==> src/rtl/stream_rr_arbiter.sv <==
// Round-robin arbiter merging NUM_PORTS FWFT producer streams into one
// tagged FIFO write stream, with burst-limited grants and a registered output.
module stream_rr_arbiter #(
    parameter int NUM_PORTS  = 4,
    parameter int DATA_WIDTH = 32,
    parameter int TAG_WIDTH  = 2,
    parameter int MAX_BURST  = 8
) (
    input  logic                            clk,
    input  logic                            reset_n,
    input  logic [NUM_PORTS-1:0]            port_enable,
    input  logic [NUM_PORTS-1:0]            in_empty_n,
    output logic [NUM_PORTS-1:0]            in_read,
    input  logic [NUM_PORTS*DATA_WIDTH-1:0] in_dout,
    input  logic                            out_full_n,
    output logic                            out_write,
    output logic [TAG_WIDTH+DATA_WIDTH-1:0] out_din,
    output logic                            grant_valid,
    output logic [TAG_WIDTH-1:0]            grant_id
);
    localparam int PW = (NUM_PORTS > 1) ? $clog2(NUM_PORTS) : 1;
    localparam int CW = $clog2(MAX_BURST + 1);
    localparam int OW = TAG_WIDTH + DATA_WIDTH;
    localparam logic [CW-1:0] LAST = CW'(MAX_BURST - 1);
    localparam logic [PW-1:0] TOP  = PW'(NUM_PORTS - 1);

    typedef enum logic {IDLE, GRANT} state_t;

    state_t                state, state_nxt;
    logic [PW-1:0]         ptr, ptr_nxt;
    logic [PW-1:0]         g, g_nxt, g_inc, pick;
    logic [CW-1:0]         cnt, cnt_nxt;
    logic                  out_valid, ov_nxt;
    logic [OW-1:0]         out_data, od_nxt;
    logic [NUM_PORTS-1:0]  req, g_mask, rot;
    logic [DATA_WIDTH-1:0] g_data;
    logic                  req_g, can_load, xfer, found;

    assign req      = in_empty_n & port_enable;
    assign g_mask   = NUM_PORTS'(1) << g;
    assign req_g    = |(req & g_mask);
    assign can_load = !out_valid || out_full_n;
    assign xfer     = (state == GRANT) && req_g && can_load;
    assign g_inc    = (g == TOP) ? '0 : g + 1'b1;
    assign g_data   = DATA_WIDTH'(in_dout >> (DATA_WIDTH * int'(g)));
    assign rot      = NUM_PORTS'({req, req} >> ptr);

    assign in_read     = xfer ? g_mask : '0;
    assign out_write   = out_valid;
    assign out_din     = out_data;
    assign grant_valid = (state == GRANT);
    assign grant_id    = grant_valid ? TAG_WIDTH'(g) : '0;

    // first requesting port at or after ptr, wrapping around
    always_comb begin
        found = 1'b0;
        pick  = '0;
        for (int i = 0; i < NUM_PORTS; i++) begin
            if (!found && rot[i]) begin
                found = 1'b1;
                pick  = PW'((int'(ptr) + i) % NUM_PORTS);
            end
        end
    end

    // grant FSM next state, burst counting and output-register loading
    always_comb begin
        state_nxt = state;
        ptr_nxt   = ptr;
        g_nxt     = g;
        cnt_nxt   = cnt;
        ov_nxt    = out_valid;
        od_nxt    = out_data;
        unique case (state)
            IDLE: begin
                if (|req) begin
                    state_nxt = GRANT;
                    g_nxt     = pick;
                    cnt_nxt   = '0;
                end
            end
            GRANT: begin
                if (!req_g) begin
                    state_nxt = IDLE;
                    ptr_nxt   = g_inc;
                end else if (xfer) begin
                    cnt_nxt = cnt + 1'b1;
                    if (cnt == LAST) begin
                        state_nxt = IDLE;
                        ptr_nxt   = g_inc;
                    end
                end
            end
            default: state_nxt = IDLE;
        endcase
        if (xfer) begin
            ov_nxt = 1'b1;
            od_nxt = {TAG_WIDTH'(g), g_data};
        end else if (out_valid && out_full_n) begin
            ov_nxt = 1'b0;
        end
    end

    // state registers; reset discards any word held in the output stage
    always_ff @(posedge clk or negedge reset_n) begin
        if (!reset_n) begin
            state     <= IDLE;
            ptr       <= '0;
            g         <= '0;
            cnt       <= '0;
            out_valid <= 1'b0;
            out_data  <= '0;
        end else begin
            state     <= state_nxt;
            ptr       <= ptr_nxt;
            g         <= g_nxt;
            cnt       <= cnt_nxt;
            out_valid <= ov_nxt;
            out_data  <= od_nxt;
        end
    end

endmodule

==> config.mk <==
export PLATFORM = sky130hd
export DESIGN_NAME = stream_rr_arbiter
export DESIGN_NICKNAME = d
export VERILOG_FILES = /design/src/rtl/stream_rr_arbiter.sv
export SDC_FILE = /design/constraint.sdc
export NUM_CORES = 1
export LEC_CHECK = 0
export BUFFER_PORTS_ARGS = -buffer_cell sky130_fd_sc_hd__buf_2
export CAP_MARGIN = 15
export CORE_ASPECT_RATIO = 1.2
export CORE_MARGIN = 2
export CORE_UTILIZATION = 45
export CTS_BUF_LIST = sky130_fd_sc_hd__clkbuf_2 sky130_fd_sc_hd__clkbuf_4 sky130_fd_sc_hd__clkbuf_8
export DETAILED_ROUTE_END_ITERATION = 8
export PLACE_DENSITY_LB_ADDON = 0.1
export SYNTH_ARGS = -nofsm -noshare
export SYNTH_HDL_FRONTEND = slang
export SYNTH_SLANG_ARGS = --single-unit
==> constraint.sdc <==
create_clock -name clk -period 3.9 [get_ports clk]
set_clock_uncertainty 0.15 [all_clocks]
set_input_delay 1.17 -clock clk [delete_from_list [all_inputs] [get_ports clk]]
set_output_delay 1.17 -clock clk [all_outputs]
set_load 0.005 [all_outputs]
After elaboration in Yosys (flattened, before gate mapping)

Index checks and enable logic that the tools add are counted.

Input port bits: 139
Flip-flop bits (word level): 44
Word-level logic and storage cells: 65
Output and inout bits: 42

Mux-type cells: 24
Shifts and indexed selects: 3
Reduce and logical (&&, ||, !) cells: 17
Equal/unequal tests: 7
Bitwise gates (word level): 3
$add $sub $neg: 5

Operators by type and width:

| kind                  | count |
|---|---|
| $shr A128 B7 Y32      | 1 |
| $mux W2               | 9 |
| $mux W4               | 4 |
| $mux W1               | 9 |
| $and A4 B4 Y4         | 2 |
| $ne A2 B1 Y1 const B  | 4 |
| $pmux W4 S2           | 1 |
| $reduce_or A4 Y1      | 2 |
| $shr A8 B2 Y4         | 1 |
| $logic_and A1 B1 Y1   | 6 |
| $reduce_and A3 Y1     | 2 |
| $add A2 B1 Y2 const B | 2 |
| $add A2 B2 Y2 const B | 2 |
| $add A4 B1 Y4 const B | 1 |
| $eq A4 B3 Y1 const B  | 1 |
| $logic_not A1 Y1      | 4 |
| $shl A1 B2 Y4 const A | 1 |
| $eq A2 B2 Y1 const B  | 1 |
| $ne A2 B2 Y1 const B  | 1 |
| $pmux W1 S2           | 1 |
| $reduce_and A2 Y1     | 1 |
| $reduce_bool A2 Y1    | 1 |
| $logic_or A1 B1 Y1    | 1 |
| $not A1 Y1            | 1 |

Logic depth before layout (Yosys ltp)

Depth in word-level cells: 12
Mapped depth: 9
Gate-level depth less buffers: 6

Least setup slack after synthesis

OpenSTA, ideal clock, no wires.

Kind: register to output
Start point: register g[0]
End point: output port in_read[0]
Data required time: 2.580 ns
Setup slack: 0.429 ns
Data arrival time: 2.151 ns
Cell stages (with the launch flop): 10
Path buffers: 3
Cell sequence: dfrtp_1 > buf_2 > buf_2 > inv_1 > ha_1 > and3_4 > o41ai_4 > nand2b_4 > buf_6 > nor2_1

Word-level cells in the longest chain between the ends: 6

RTL lines:

| element                           | RTL line | source |
|---|---|---|
| from (decl)                       | 31       | `logic [PW-1:0] g, g_nxt, g_inc, pick;` |
| from (signal assigned)            | 116      | `g <= g_nxt;` |
| $shl A1 B2 Y4 *                   | 40       | `assign g_mask = NUM_PORTS'(1) << g;` |
| $and A4 B4 Y4                     | 41       | `assign req_g = \|(req & g_mask);` |
| $reduce_or A4 Y1                  | 41       |  |
| $logic_and A1 B1 Y1 (2 in series) | 43       | `assign xfer = (state == GRANT) && req_g && can_load;` |
| $mux W4 *                         | 48       | `assign in_read = xfer ? g_mask : '0;` |
| to (decl)                         | 13       | `output logic [NUM_PORTS-1:0] in_read,` |

Mark *: on every way between the ends. The rest lies on a longest branch, timed or not.

Final worst setup path

Start point: register g[0]
End point: output port in_read[1]

The elaborated chain is that of the path after synthesis.

==> results.tsv <==
stage	metric	value	unit
logic_synthesis	sequential element share of the synthesized area	37.5	%
timing	Worst-Margin Slew	1000	ps
timing	Final Setup Violations	0	
global_routing	Total GRT Usage	21.0	%
logic_synthesis	Syn Nets	340	
logic_synthesis	Synth top area share	37.5	%
global_routing	initial antenna violation count	0	
setup_path	CP Launch Point	g[0]	
placed_design	# port buffers	180	
setup_path	R2R Path Start	g[0]	
outcome	status	completed	
timing	min cycle time layout	3550	ps
floorplanning	die width	77.8	um
setup_path	reg2reg setup slack	940	ps
drt	Post-Route WL	7730	um
drt	DR vias	2414	
global_routing	vias in the first global route	2415	
clocking	Max Root-Sink Buffers	2	
placed_design	Place WS	386	ps
placed_design	Post-DP Area	3860	um^2
timing	setup_tns	0	ps
setup_path	CP endpoint kind	primary output	
timing	final period utilization	91.1	%
placed_design	hpwl dp	6020	um
global_routing	largest net degree at the start of global routing	45	
floorplanning	Initial Util	46.1	%
drt	Via density	5.24	
final_layout	Ant. Diodes	0	
floorplanning	Core Area	6370	um^2
logic_synthesis	top post-synthesis cells by area	dfrtp_1, mux4_2, mux2_4	
logic_synthesis	asr flop ratio synth	100	%
floorplanning	die area	7190	um^2
logic_synthesis	Yosys top cell by area	dfrtp_1	
setup_path	CP endpoint	in_read[1]	
drt	residual antenna-violating net count after detailed routing	0	
clocking	clk slew on worst S/H paths	80	ps
power_and_ir_drop	Leak	2.05	nW
logic_synthesis	EDFF count, synth	0	
logic_synthesis	Synth Instances	196	
drt	Remaining DRCs	0	
logic_synthesis	Main synth FF type	dfrtp_1	
final_layout	fin util	62.4	%
timing	Slew HR	33.2	%
final_layout	Post-Layout Inst Area	3970	um^2
logic_synthesis	Ys Warns	0	
setup_path	Setup CP Type	flip-flop to primary output	
timing	Fmax achieved	0.281	GHz
final_layout	layout cell share with drive strength beyond 1	70.7	%
final_layout	final net count	519	
floorplanning	die height	92.5	um
setup_path	crit path DAT	2230	ps
clocking	Skew-Pair Late Insertion Delay	290	ps
final_layout	Area growth syn-to-layout	35.1	%
timing	RSZ-0062 raised after global routing	false	
timing	final hold viol count	0	
setup_path	Reg2Reg Depth	7	
power_and_ir_drop	power per cell area	678	nW/um^2
floorplanning	FP Rows	32	
global_routing	first-pass GRT wire length	12000	um
clocking	hold buffer count at CTS	0	
clocking	CTS tree	yes	
drt	DRT iter0 DRCs	92	
logic_synthesis	Avg Inst Size Synth	15.0	um^2
logic_synthesis	mapped cell area	2940	um^2
setup_path	Crit Path Max Fanout	15	
floorplanning	# IOs	181	
hold_path	worst hold path class	flip-flop to flip-flop	
drt	DR pass1 iterations	4	
clocking	htree depth	2	
timing	Pins Over Slew Limit	0	
global_routing	grt total ovfl	0	
clocking	setup bufs post-CTS	0	
timing	final setup margin	347	ps
logic_synthesis	synthesized flop and latch total	44	
clocking	Num Clock Sinks	44	
setup_path	Worst Path Required	2580	ps
logic_synthesis	Distinct cells, synth	40	
placed_design	GP Congestion	0.822	
power_and_ir_drop	total power	2.69	mW
clocking	cts bufs inserted	5	
power_and_ir_drop	VDD IR-drop max	0.425	mV
setup_path	Startpoint Class	flip-flop	
clocking	CTS-repair resized insts	0	
clocking	clk root buf	clkbuf_8	
drt	drt wl/cell	16.8	um
flow_run	max_cap viols	0	
setup_path	R2R Path End	out_din[2]	
## report_power, final
| group | switching (mW) | total (mW) | leakage [nW] | internal (mW) |
|---|---|---|---|---|
| combinational | 0.576 | 1.49 | 1.46 | 0.915 |
| clock | 0.155 | 0.353 | 0.0586 | 0.197 |
| sequential | 0.168 | 0.847 | 0.532 | 0.679 |
## metrics by stage
stage / std cells / hold WS [ps]
floorplan: 196 / 318
global placement: 453 / 339
detailed placement: 453 / 338
CTS: 461 / 359
global route: 461 / 374
finish: 461 / 357
## cells in the final DEF, fill, tap and decap left out, types with 2 or more instances in the layout
| cell | synthesis | layout |
|---|---|---|
| a21oi_1 | 4 | 4 |
| a22oi_1 | 3 | 3 |
| and2_1 | 3 | 3 |
| and3_4 | 2 | 2 |
| buf_2 | 4 | 180 |
| buf_4 | 2 | 5 |
| clkbuf_8 | 0 | 5 |
| dfrtp_1 | 44 | 43 |
| ha_1 | 5 | 5 |
| inv_1 | 8 | 8 |
| mux2_2 | 2 | 2 |
| mux2_4 | 32 | 32 |
| mux4_2 | 32 | 32 |
| nand2_1 | 8 | 8 |
| nand2b_1 | 2 | 2 |
| nand3_1 | 2 | 2 |
| nor2_1 | 5 | 5 |
| o211ai_1 | 4 | 4 |
| o21ai_0 | 5 | 5 |
| o21ai_1 | 3 | 3 |
| o31ai_1 | 3 | 3 |
## cell usage after synthesis (2+ instances only)
library cell   n
a21oi_1        4
a22oi_1        3
and2_1         3
and3_4         2
buf_12         3
buf_2          4
buf_4          2
buf_6          2
dfrtp_1       44
ha_1           5
inv_1          8
mux2_2         2
mux2_4        32
mux4_2        32
nand2_1        8
nand2b_1       2
nand3_1        2
nor2_1         5
o211ai_1       4
o21ai_0        5
o21ai_1        3
o31ai_1        3
## metal layers
metal,up-vias,track usage [%],share of wire (%)
li1,1122,-,-
met1,1184,27.3,40
met2,100,35.3,53
met3,8,4.29,6.3
met4,0,6.70,1.2
met5,-,0,0
## layout make-up
class                           count  area [um^2]
Fill cell                         519         2400
Inverter                            8         30.0
Sequential cell                    44         1100
Timing Repair Buffer              185          938
Multi-Input combinational cell    131         1680
Clock buffer                        6         76.3
Tap cell                           85          106
Clock inverter                      2         35.0
## cell families after synthesis
| kind of cell | count (synthesis) | share of synthesized area [%] |
|---|---|---|
| AO/OA/AOI/OAI | 28 | 6.94 |
| adder cells (fa/ha/maj) | 5 | 2.13 |
| buffers and inverters | 21 | 5.28 |
| flip-flops | 44 | 37.5 |
| multiplexers | 66 | 41.7 |
| AND/OR/NAND/NOR | 32 | 6.52 |
## flip-flops by register name, summed over array words and instances (netlist names)
signal,flops
ptr,2
g,2
cnt,4
grant_valid,1
out_write,1
out_din,34
## worst min path at each step
| stage | to | slack [ps] | from | depth (start not counted) |
|---|---|---|---|---|
| floorplan | cnt[2] | 320 | cnt[2] | 1 |
| global placement | out_din[16] | 340 | out_din[16] | 1 |
| detailed placement | out_din[3] | 340 | out_din[3] | 1 |
| CTS | out_din[22] | 360 | out_din[22] | 1 |
| global route | out_din[22] | 370 | out_din[22] | 1 |
| finish | out_din[22] | 360 | out_din[22] | 1 |
## critical path, cell delays in order, from the launching register on
cell	delay (ps)
dfrtp_2	630
inv_1	140
ha_1	250
and3_4	200
o41ai_4	360
nand2b_4	210
nor2_1	40
buf_2	120
Power figures use the tool's default switching activity.
